$ cat config.mk
export PLATFORM = sky130hd
export DESIGN_NAME = dec_error_corrector_8bit
export DESIGN_NICKNAME = d
export VERILOG_FILES = /design/src/rtl/dec_error_corrector_8bit.sv
export SDC_FILE = /design/constraint.sdc
export NUM_CORES = 1
export LEC_CHECK = 0
export ABC_CLOCK_PERIOD_IN_PS = 2300
export CORE_MARGIN = 4
export CORE_UTILIZATION = 48
export CTS_CLUSTER_DIAMETER = 200
export DETAILED_ROUTE_END_ITERATION = 12
export GPL_ROUTABILITY_DRIVEN = 0
export PLACE_DENSITY = 0.86
export RECOVER_POWER = 100
export SETUP_SLACK_MARGIN = 0.02
export SYNTH_ARGS = -nofsm -noshare
export SYNTH_HDL_FRONTEND = slang
export SYNTH_SLANG_ARGS = --single-unit
$ cat constraint.sdc
create_clock -name clk -period 2.3 [get_ports clk]
set_input_delay 0.46 -clock clk [delete_from_list [all_inputs] [get_ports clk]]
set_output_delay 0.46 -clock clk [all_outputs]
set_load 0.005 [all_outputs]
$ cat src/rtl/dec_error_corrector_8bit.sv
// Correction stage of the extended Hamming (8,4) decoder: classifies each word
// from its syndrome, fixes single-bit errors and keeps saturating error counts.
module dec_error_corrector_8bit #(
  parameter int CNT_WIDTH = 16
) (
  input  logic                 clk,
  input  logic                 rst,
  input  logic [7:0]           in_codeword,
  input  logic [3:0]           in_syndrome,
  input  logic                 in_valid,
  output logic                 in_ready,
  output logic [3:0]           out_data,
  output logic                 out_corrected,
  output logic                 out_uncorrectable,
  output logic                 out_valid,
  input  logic                 out_ready,
  input  logic                 cnt_clear,
  output logic [CNT_WIDTH-1:0] corr_cnt,
  output logic [CNT_WIDTH-1:0] uncorr_cnt
);

  localparam logic [CNT_WIDTH-1:0] CNT_MAX = '1;
  localparam logic [CNT_WIDTH-1:0] CNT_ONE = {{(CNT_WIDTH-1){1'b0}}, 1'b1};

  // Handshake: a transfer happens on any edge where valid && ready; the whole
  // pipeline advances together whenever the output slot is empty or being taken.
  logic       w_advance;
  logic       w_out_hs;

  logic       r_valid_a;
  logic [7:0] r_cw_a;
  logic [3:0] r_syn_a;

  logic [3:0] r_data_b;
  logic       r_corr_b;
  logic       r_uncorr_b;
  logic       r_valid_b;

  logic [CNT_WIDTH-1:0] r_corr_cnt;
  logic [CNT_WIDTH-1:0] r_uncorr_cnt;

  logic [3:0] w_fix_mask;
  logic       w_corr;
  logic       w_uncorr;
  logic [3:0] w_data;

  assign w_advance = !r_valid_b || out_ready;
  assign w_out_hs  = r_valid_b && out_ready;
  assign in_ready  = w_advance;

  // Only errors on bits 3..0 touch the delivered nibble; bits 7..4 are check bits.
  always_comb begin
    w_fix_mask = 4'b0000;
    if (r_syn_a[0]) begin
      case (r_syn_a[3:1])
        3'b110:  w_fix_mask = 4'b1000;
        3'b101:  w_fix_mask = 4'b0100;
        3'b011:  w_fix_mask = 4'b0010;
        3'b111:  w_fix_mask = 4'b0001;
        default: w_fix_mask = 4'b0000;
      endcase
    end
  end

  assign w_corr   = r_syn_a[0];
  assign w_uncorr = !r_syn_a[0] && (r_syn_a[3:1] != 3'b000);
  assign w_data   = r_cw_a[3:0] ^ w_fix_mask;

  always_ff @(posedge clk) begin
    if (rst) begin
      r_valid_a  <= 1'b0;
      r_cw_a     <= 8'h00;
      r_syn_a    <= 4'h0;
      r_valid_b  <= 1'b0;
      r_data_b   <= 4'h0;
      r_corr_b   <= 1'b0;
      r_uncorr_b <= 1'b0;
    end else if (w_advance) begin
      r_valid_a  <= in_valid;
      r_cw_a     <= in_codeword;
      r_syn_a    <= in_syndrome;
      r_valid_b  <= r_valid_a;
      r_data_b   <= w_data;
      r_corr_b   <= w_corr;
      r_uncorr_b <= w_uncorr;
    end
  end

  // Clear wins over a same-cycle delivery, which is then simply not counted.
  always_ff @(posedge clk) begin
    if (rst || cnt_clear) begin
      r_corr_cnt   <= '0;
      r_uncorr_cnt <= '0;
    end else if (w_out_hs) begin
      if (r_corr_b && (r_corr_cnt != CNT_MAX)) begin
        r_corr_cnt <= r_corr_cnt + CNT_ONE;
      end
      if (r_uncorr_b && (r_uncorr_cnt != CNT_MAX)) begin
        r_uncorr_cnt <= r_uncorr_cnt + CNT_ONE;
      end
    end
  end

  assign out_data          = r_data_b;
  assign out_corrected     = r_corr_b;
  assign out_uncorrectable = r_uncorr_b;
  assign out_valid         = r_valid_b;
  assign corr_cnt          = r_corr_cnt;
  assign uncorr_cnt        = r_uncorr_cnt;

endmodule

Word-level counts from Yosys, hierarchy flattened
Index checks and enable logic that the tools add are counted.
{ "op_classes": {"add_sub_neg": 2, "mul": 0, "div": 0, "order_cmp": 0, "eq_ne": 6, "n_shift": 0, "mux": 2, "n_bitwise": 1, "n_reduce_logical": 11} }
{ "ops": {"columns": ["op", "count"], "rows": [
  ["adder 16 x 1 -> 16 bit (second input constant)", 2],
  ["!= test 16 bit (second input constant)", 2],
  ["one-hot mux 4 bit (4 select lines)", 1],
  ["== test 3 bit (second input constant)", 3],
  ["logical AND 1 bit", 4],
  ["two-way mux 4 bit", 1],
  ["AND reduction 2 bit", 2],
  ["bitwise XOR 4 bit", 1],
  ["== test 3 x 2 -> 1 bit (second input constant)", 1],
  ["nonzero test 3 bit", 1],
  ["logical NOT 1 bit", 2],
  ["logical OR 1 bit", 2]
]} }
{ "totals": {"register_bits": 48, "latchBits": 0, "mem_bits_rw": 0, "rom_bits": 0, "inputBits": 17, "output_inout_bits": 40, "memories": 0} }

Longest topological paths before layout
Gate-level depths: netlist (run 1).
{ "logic_depth": {"word_depth": 4, "mapped_depth": 6} }

Worst setup path after synthesis (run 1)
Ideal clock, no wire load.
{ "synth_path": {"path_type": "flip-flop to flip-flop", "startpoint": "reg r_corr_cnt[5] (netlist: corr_cnt[5])", "endpoint": "reg r_corr_cnt[15] (netlist: corr_cnt[15])", "setup_ps": 128, "t_arrival_ps": 1553, "required_ps": 2172, "path_slack_ps": 619, "stages_incl_launch_ff": 6, "synth_period_minus_slack_ps": 1681, "path_cell_list": "dfxtp_1 nand4_2 or4b_4 and4bb_1 xnor2_1 nor2_1"} }
{ "synth_between": {"elab_chain_len": 3} }
{ "synth_lines": {"columns": ["element", "line", "text"], "rows": [
  ["start, declared", "39", "logic [CNT_WIDTH-1:0] r_corr_cnt;"],
  ["start signal, assigned", "96", "r_corr_cnt <= r_corr_cnt + CNT_ONE;"],
  ["parallel branches: the longest is 3 deep, another holds adder 16 x 1 -> 16 bit", null, null]
]} }
Several ways; the timed one is not identified.
A chain may end at the register's enable or synchronous reset.

Worst setup path in the final report (run 1)
{ "layout_path": {"startpoint": "in out_ready", "endpoint": "out in_ready"} }
{ "layout_between": {"elab_chain_len": 1} }
{ "layout_lines": {"columns": ["element", "line", "text"], "rows": [
  ["start, declared", "16", "input logic out_ready,"],
  ["logical OR 1 bit", "47", "assign w_advance = !r_valid_b || out_ready;"],
  ["end, declared", "11", "output logic in_ready,"]
]} }
Every way passes these cells.

==> results of run 1 <==
-- per-stage QoR --
stage	hold WS (ns)	area, um2	util, %	setup slack [ns]	cells
after detailed placement	0.446	2820	64.2	0.00328	362
after global routing	0.476	2870	65.4	0.0502	370
after floorplan	0.432	2200	-	0.619	258
final	0.455	2870	65.4	0.132	370
after global placement	0.440	2820	64.2	0.0395	362
after CTS	0.456	2900	66.2	0.0682	370
-- where the power goes --
part	switching, mW	internal, mW	leakage, nW
sequential	0.0160	0.848	0.390
combinational	0.0413	0.0467	0.683
clock	0.270	0.218	0.0424
total	0.327	1.11	1.12
-- worst paths after layout --
kind                  from        endpoint  slack, ns  cells after the start
max              out_ready        in_ready       0.13                      4
min              r_valid_a       r_valid_a       0.45                      2
max reg2reg  uncorr_cnt[3]  uncorr_cnt[13]       0.31                      5
min reg2reg      r_valid_a       r_valid_a       0.45                      2
-- cell families after synthesis --
kind of cell / Yosys count / synth area share, %
flops: 48 / 43.7
mux: 2 / 0.911
compound gates: 38 / 11.2
buf+inv: 13 / 2.22
xor+xnor: 27 / 10.8
simple gates: 128 / 30.0
fa+ha+maj: 2 / 1.14
-- final cells by class --
class | instances | area share, %
inverters | 4 | 0.524
well taps | 52 | 2.27
clock buffers | 7 | 2.66
clock inverters | 1 | 0.306
repair buffers | 61 | 20.0
multi-input cells | 197 | 40.7
flip-flops and latches | 48 | 33.5
-- sequential cells by signal (all words and copies together), names as in the netlist --
signal and count:
r_valid_a 1, corr_cnt 16, r_cw_a 4, r_syn_a 4, out_uncorrectable 1, out_valid 1
out_data 4, out_corrected 1, uncorr_cnt 16
-- cell usage in the layout (no fill, tap or decap), drive strengths merged, types with 12 or more instances in the layout --
cell	n
a21oi	18
clkbuf	12
clkdlybuf4s50	13
dfxtp	48
dlygate4sd3	39
nand2	31
nand3	12
nor2	40
nor3	12
xnor2	14
xor2	13
-- Yosys cell counts (2+ instances only) --
cell type  count  area [um2]
xor2_1        13         114
a211oi_1       5        37.5
mux2i_1        2        20.0
and4_1         2        17.5
nor4_1         2        12.5
nand2_1       31         116
nor2_1        40         150
ha_1           2        25.0
clkbuf_1       9        33.8
xnor2_1       14         123
or2_2          3        18.8
nor3_2         2        20.0
o21ai_0        5        25.0
dfxtp_1       48         961
nand3_1       12        60.1
a21oi_1       18        90.1
or3_1          2        12.5
nand4_1        8        50.1
nand4b_1       3        26.3
nor3_1        10        50.1
and3_1         6        37.5
o211ai_1       3        22.5
inv_1          3        11.3
-- per-layer routing --
layer	routed length, um	up-vias	track usage [%]
met5	0	-	0
met4	55	0	4.08
met3	266	8	4.88
met2	2420	44	31.3
met1	2200	950	24.4
li1	-	1026	-
-- critical path, stage by stage --
cell,delay [ns]
clkdlybuf4s50_1,0.51
nor2b_2,0.18
clkinv_1,0.09
clkdlybuf4s50_1,0.46
==> impl_metrics.toml, run 1 <==
[placed_design]
hpwl_um = 3720
io_buffers = 52

[global_routing]
gr-usage-all-layers_pct = 18.7
grt_pass1_wl_um = 8450
antenna_found_initial = 0
grt_start_max_net_pins = 31
grt_pass1_vias = 1869
gr-total-overflow = 0

[clock_network]
cts_buffers = 5
cts_tree = "done"
insertion_delay_ns = 0.29
cts-root-buf = "clkbuf_8"
path_clk_slew_ns = 0.09
clkSinkCount = 48
htreeDepth = 2
cts-resized-gates = 0
cts_setup_buffers = 0
hold_buffers = 0
clockBufferDepth = 2

[routing]
route.detailed.wl_per_inst_um = 13.4
dr.pass1.iters = 4
wirelength_um = 4940
drt_iter0_drc = 140
drcViolationCount = 0
vias_per_cell = 5.48
ant_nets = 0
vias = 2028

[critical_path]
critPathMaxFanout = 5
critPathCaptureType = "output port"
critPathKind = "in -> out"
worstPathArrival_ns = 1.71
worstPathRequired_ns = 1.84
cp-start-kind = "input pin"

[outcome]
status = "completed"

[power]
leakage_nw = 1.12
p_per_area_nw_per_um2 = 503
peakVddDrop_mv = 0.330
finalPower_mw = 1.44

[yosys]
syn_area_per_cell_um2 = 8.52
synth_ff_type = "dfxtp_1"
synth-seq-area-share_pct = 43.7
ys_async_sr_fraction_pct = 0
ys_warn_count = 0
ys_types = 38
ys_seq_elements = 48
syn_nets = 277
netlist_area_um2 = 2200
synthCells = 258
synth_enable_flop_cells = 0

[final_layout]
nFillCells = 381
seq_area_um2 = 961
layout-drive-gt1-share_pct = 6.29
diodes = 0
nets = 336
multi_input_area_um2 = 1170
area_growth_pct = 30.4

[sta]
final-hold-violation-count = 0
grt_setup_unrepaired = "false"
max_freq_mhz = 461
setup_viol = 0
fin_crit_ns = 2.17
tightestPinTransition_ns = 0.711
max-slew-margin-rel_pct = 52.6
final.period_utilization_pct = 94.3
fin_worst_skew_ns = 0.00833
drv_slew = 0
fin_tns_setup_ns = 0

[die]
die_height_um = 75.7
die_width_um = 75.7
start_util_pct = 50.1
dieArea_um2 = 5720
placementRows = 24
pin_count = 57
core_um2 = 4380

[worst_hold_path]
min_path_type = "reg -> reg"

[job]
maxCapViolCount = 0
(Power assumes the default switching activity.)
==> run 2, diff against run 1 <==
- REMOVE_ABC_BUFFERS: unset -> 1
==> impl_metrics.toml, run 2 (synthesis results as in run 1) <==
[critical_path]
reg2reg_to = "uncorr_cnt[7]"
critPathKind = "in -> out"
reg2reg_slack_ns = 0.30
worstPathRequired_ns = 1.84
worstPathArrival_ns = 1.71
critPathCaptureType = "output port"
r2r-start = "uncorr_cnt[3]"
cp-start-kind = "input pin"
startpoint = "out_ready"
critPathMaxFanout = 5
rr_worst_depth = 6

[routing]
vias_per_cell = 5.58
ant_nets = 0
route.detailed.wl_per_inst_um = 13.8
drcViolationCount = 0
wirelength_um = 5090
drt_iter0_drc = 148
dr.pass1.iters = 4
vias = 2058

[sta]
max_freq_mhz = 462
final-hold-violation-count = 0
tightestPinTransition_ns = 0.719
grt_setup_unrepaired = "false"
setup_viol = 0
fin_worst_skew_ns = 0.00796
max-slew-margin-rel_pct = 52.0
drv_slew = 0
fin_crit_ns = 2.17
final.period_utilization_pct = 94.2

[power]
p_per_area_nw_per_um2 = 542
peakVddDrop_mv = 0.394
leakage_nw = 1.12
finalPower_mw = 1.56

[outcome]
status = "completed"

[worst_hold_path]
hold_path_startpoint = "r_valid_a"
min_path_cells = 2
min_path_type = "reg -> reg"
hold_end = "r_valid_a"

[clock_network]
cts_setup_buffers = 0
clockBufferDepth = 2
cts-resized-gates = 0
path_clk_slew_ns = 0.09
insertion_delay_ns = 0.31
htreeDepth = 2
cts-root-buf = "clkbuf_8"
clkSinkCount = 48
hold_buffers = 0
cts_tree = "done"
cts_buffers = 5

[global_routing]
grt_pass1_vias = 1901
use_met3_pct = 5.94
met1_usage_pct = 21.6
gr-usage-all-layers_pct = 18.9
busiest_layer = "met2"
grt_use_met2_pct = 33.7
gr-total-overflow = 0
antenna_found_initial = 0
grt_start_max_net_pins = 31
grt_pass1_wl_um = 8290

[job]
maxCapViolCount = 0

[die]
pin_count = 57
start_util_pct = 50.1
die_width_um = 75.7
die_height_um = 75.7
core_um2 = 4380
dieArea_um2 = 5720
placementRows = 24

[final_layout]
area_growth_pct = 30.9
nFillCells = 381
final_util_pct = 65.6
final_common_cell = "dfxtp_1"
diodes = 0
layout-drive-gt1-share_pct = 5.99
nets = 335
final_cell_mix = "dfxtp_1, nor2_1, dlygate4sd3_1"

[placed_design]
io_buffers = 52
hpwl_um = 3670
==> run 2: where the power goes <==
group | switching (mW) | internal [mW] | leakage, nW
clock network | 0.286 | 0.322 | 0.0541
registers | 0.0158 | 0.848 | 0.390
logic | 0.0401 | 0.0465 | 0.674
total | 0.342 | 1.22 | 1.12
==> run 2: worst max path at each step <==
stage | endpoint | slack (ns) | depth (start not counted)
finish | in_ready | 0.13 | 4
global route | in_ready | 0.03 | 4
CTS | in_ready | 0.13 | 4
detailed placement | uncorr_cnt[13] | -0.009 | 6
global placement | corr_cnt[15] | 0.04 | 6
floorplan | in_ready | 0.36 | 2
==> run 2: per-stage QoR <==
step	std cells	setup TNS [ns]	worst slack, ns	hold slack [ns]	cell area (um2)
floorplan	249	0	0.361	0.426	2160
global placement	361	0	0.0355	0.439	2810
detailed placement	361	-0.0122	-0.00926	0.453	2810
CTS	369	0	0.127	0.464	2920
global route	369	0	0.0298	0.495	2880
finish	369	0	0.134	0.463	2880
==> run 2: area by class of cell <==
type	instances	area [um2]	area share (%)
sequential	48	961	33.4
clock buffer	5	68.8	2.39
inverter	4	15.0	0.522
tap	52	65.1	2.26
clock inverter	3	42.5	1.48
timing repair buffer	60	562	19.5
multi-input combinational	197	1160	40.4
==> run 2: routing by layer <==
metal	share of wire, %	vias to the layer above
li1	-	1030
met1	43	970
met2	50	50
met3	5.9	8
met4	1.1	0
met5	0	-
==> run 2: critical path, stage by stage <==
cell and delay (ns):
clkdlybuf4s50_1 0.49, nor2b_1 0.20, clkinv_1 0.10, clkdlybuf4s50_1 0.45
==> run 3, diff against run 2 <==
- ABC_CLOCK_PERIOD_IN_PS: 2300 -> 2000
- CELL_PAD_IN_SITES_DETAIL_PLACEMENT: unset -> 0
- CELL_PAD_IN_SITES_GLOBAL_PLACEMENT: unset -> 2
- CORE_UTILIZATION: 48 -> 28
- clock period: 2.3 -> 2 ns (I/O delays scaled with it)
==> impl_metrics.toml, run 3 (synthesis results as in run 1) <==
[power]
seqPwrFrac_pct = 58.6
p_comb_share_pct = 6.2
p_sw_share_pct = 22.6
peakVddDrop_mv = 0.247
p_per_area_nw_per_um2 = 566
pwr-share-clk_pct = 35.2
leakage_nw = 1.16
p_switching_mw = 0.383
p_int_mw = 1.31
finalPower_mw = 1.70

[global_routing]
met1_usage_pct = 16.7
antenna_found_initial = 0
grt_start_max_net_pins = 21
gr-usage-all-layers_pct = 12.7
grt_pass1_wl_um = 9290
use_met3_pct = 2.71
gr-total-overflow = 0
busiest_layer = "met2"
grt_use_met2_pct = 20.9
grt_pass1_vias = 1939

[placed_design]
dp_cells = 422
preCtsSetupSlack_ns = -0.234
hpwl_um = 4060
io_buffers = 52
place_area_um2 = 2950

[critical_path]
worstPathArrival_ns = 1.48
critPathMaxFanout = 5
worstPathRequired_ns = 1.60
critPathTopFamily = "buffers and inverters"
timing.critical_path.slowest_stage_cell = "clkdlybuf4s50_1"
max_stage_delay_ns = 0.46
cp-start-kind = "input pin"
critPathKind = "in -> out"
crit_buf_inv = 3
crit_path_cell_trace = "dlygate4sd2_1, nor2b_1, clkinv_1, clkdlybuf4s50_1"
critPathCaptureType = "output port"

[clock_network]
cts_buffers = 5
cts-root-buf = "clkbuf_8"
path_clk_slew_ns = 0.08
htreeDepth = 2
insertion_delay_ns = 0.30
cts_tree = "done"
clockBufferDepth = 2
clkSinkCount = 48

[final_layout]
diodes = 0
nets = 346
final_util_pct = 39.0
final_cells = 430
final_cell_mix = "dfxtp_1, nor2_1, dlygate4sd3_1"
final_area_um2 = 3000
area_growth_pct = 36.6
layout-drive-gt1-share_pct = 8.23
final_common_cell = "dfxtp_1"
nFillCells = 830

[sta]
grt_setup_unrepaired = "false"
fin_crit_ns = 1.88
whs_ns = 0.456
setup_viol = 0
max-slew-margin-rel_pct = 52.5
drv_slew = 0
final.period_utilization_pct = 93.9
fin_worst_skew_ns = 0.00928
fin_tns_setup_ns = 0
final-hold-violation-count = 0
tightestPinTransition_ns = 0.712
max_freq_mhz = 533
setup_ws_ns = 0.123

[routing]
drt_iter0_drc = 54
dr.pass1.iters = 4
vias = 1996
drcViolationCount = 0
ant_nets = 0
vias_per_cell = 4.64
route.detailed.wl_per_inst_um = 12.6
wirelength_um = 5430

[die]
placementRows = 32
dieArea_um2 = 9330
die_width_um = 96.6
start_util_pct = 28.6
core_um2 = 7690
die_height_um = 96.6
pin_count = 57

[outcome]
status = "completed"

[job]
maxCapViolCount = 0

[worst_hold_path]
min_path_type = "reg -> reg"
==> run 3: routing by layer <==
metal	wire length, um	vias up
li1	-	1045
met1	2620	906
met2	2480	39
met3	268	6
met4	59	0
met5	0	-
==> run 3: final cells by class <==
type                    count  area, um2  area share (%)
inverters                   4       15.0           0.500
flip-flops and latches     48        962            32.1
well taps                 102        128            4.25
multi-input cells         197       1170            38.9
repair buffers             71        639            21.3
clock buffers               8       90.1            3.00
==> run 3: repair_timing <==
item,CTS,global route
hold buffers,0,0
hold endpoints to repair,0,0
endpoints found under the setup margin,1,2
setup buffers,0,0
resized for setup,2,2
==> run 3: worst reg2reg max path: stages, from the launching register on <==
cell      delay (ns)
dfxtp_1         0.42
nand4_1         0.21
or4b_1          0.64
and4bb_1        0.31
xnor2_1         0.11
nor2_1          0.05
==> run 3: power by group through the flow <==
| stage | clock, mW | combinational (mW) | sequential (mW) |
|---|---|---|---|
| 6_report | 0.598 | 0.105 | 0.995 |
| 5_1_grt | 0.662 | 0.118 | 0.999 |
| 4_1_cts | 0.632 | 0.112 | 0.995 |
| 3_5_place_dp | 0 | 0.111 | 1.02 |
| 3_3_place_gp | 0 | 0.111 | 1.02 |
| 2_1_floorplan | 0 | 0.0409 | 1.01 |
==> run 3: worst paths after layout <==
kind                     from           end  slack [ns]  cells past startpoint
setup / recovery    out_ready      in_ready        0.12                      4
setup reg to reg  corr_cnt[5]  corr_cnt[15]        0.15                      5
hold / removal      r_valid_a     r_valid_a        0.46                      2
hold reg to reg     r_valid_a     r_valid_a        0.46                      2
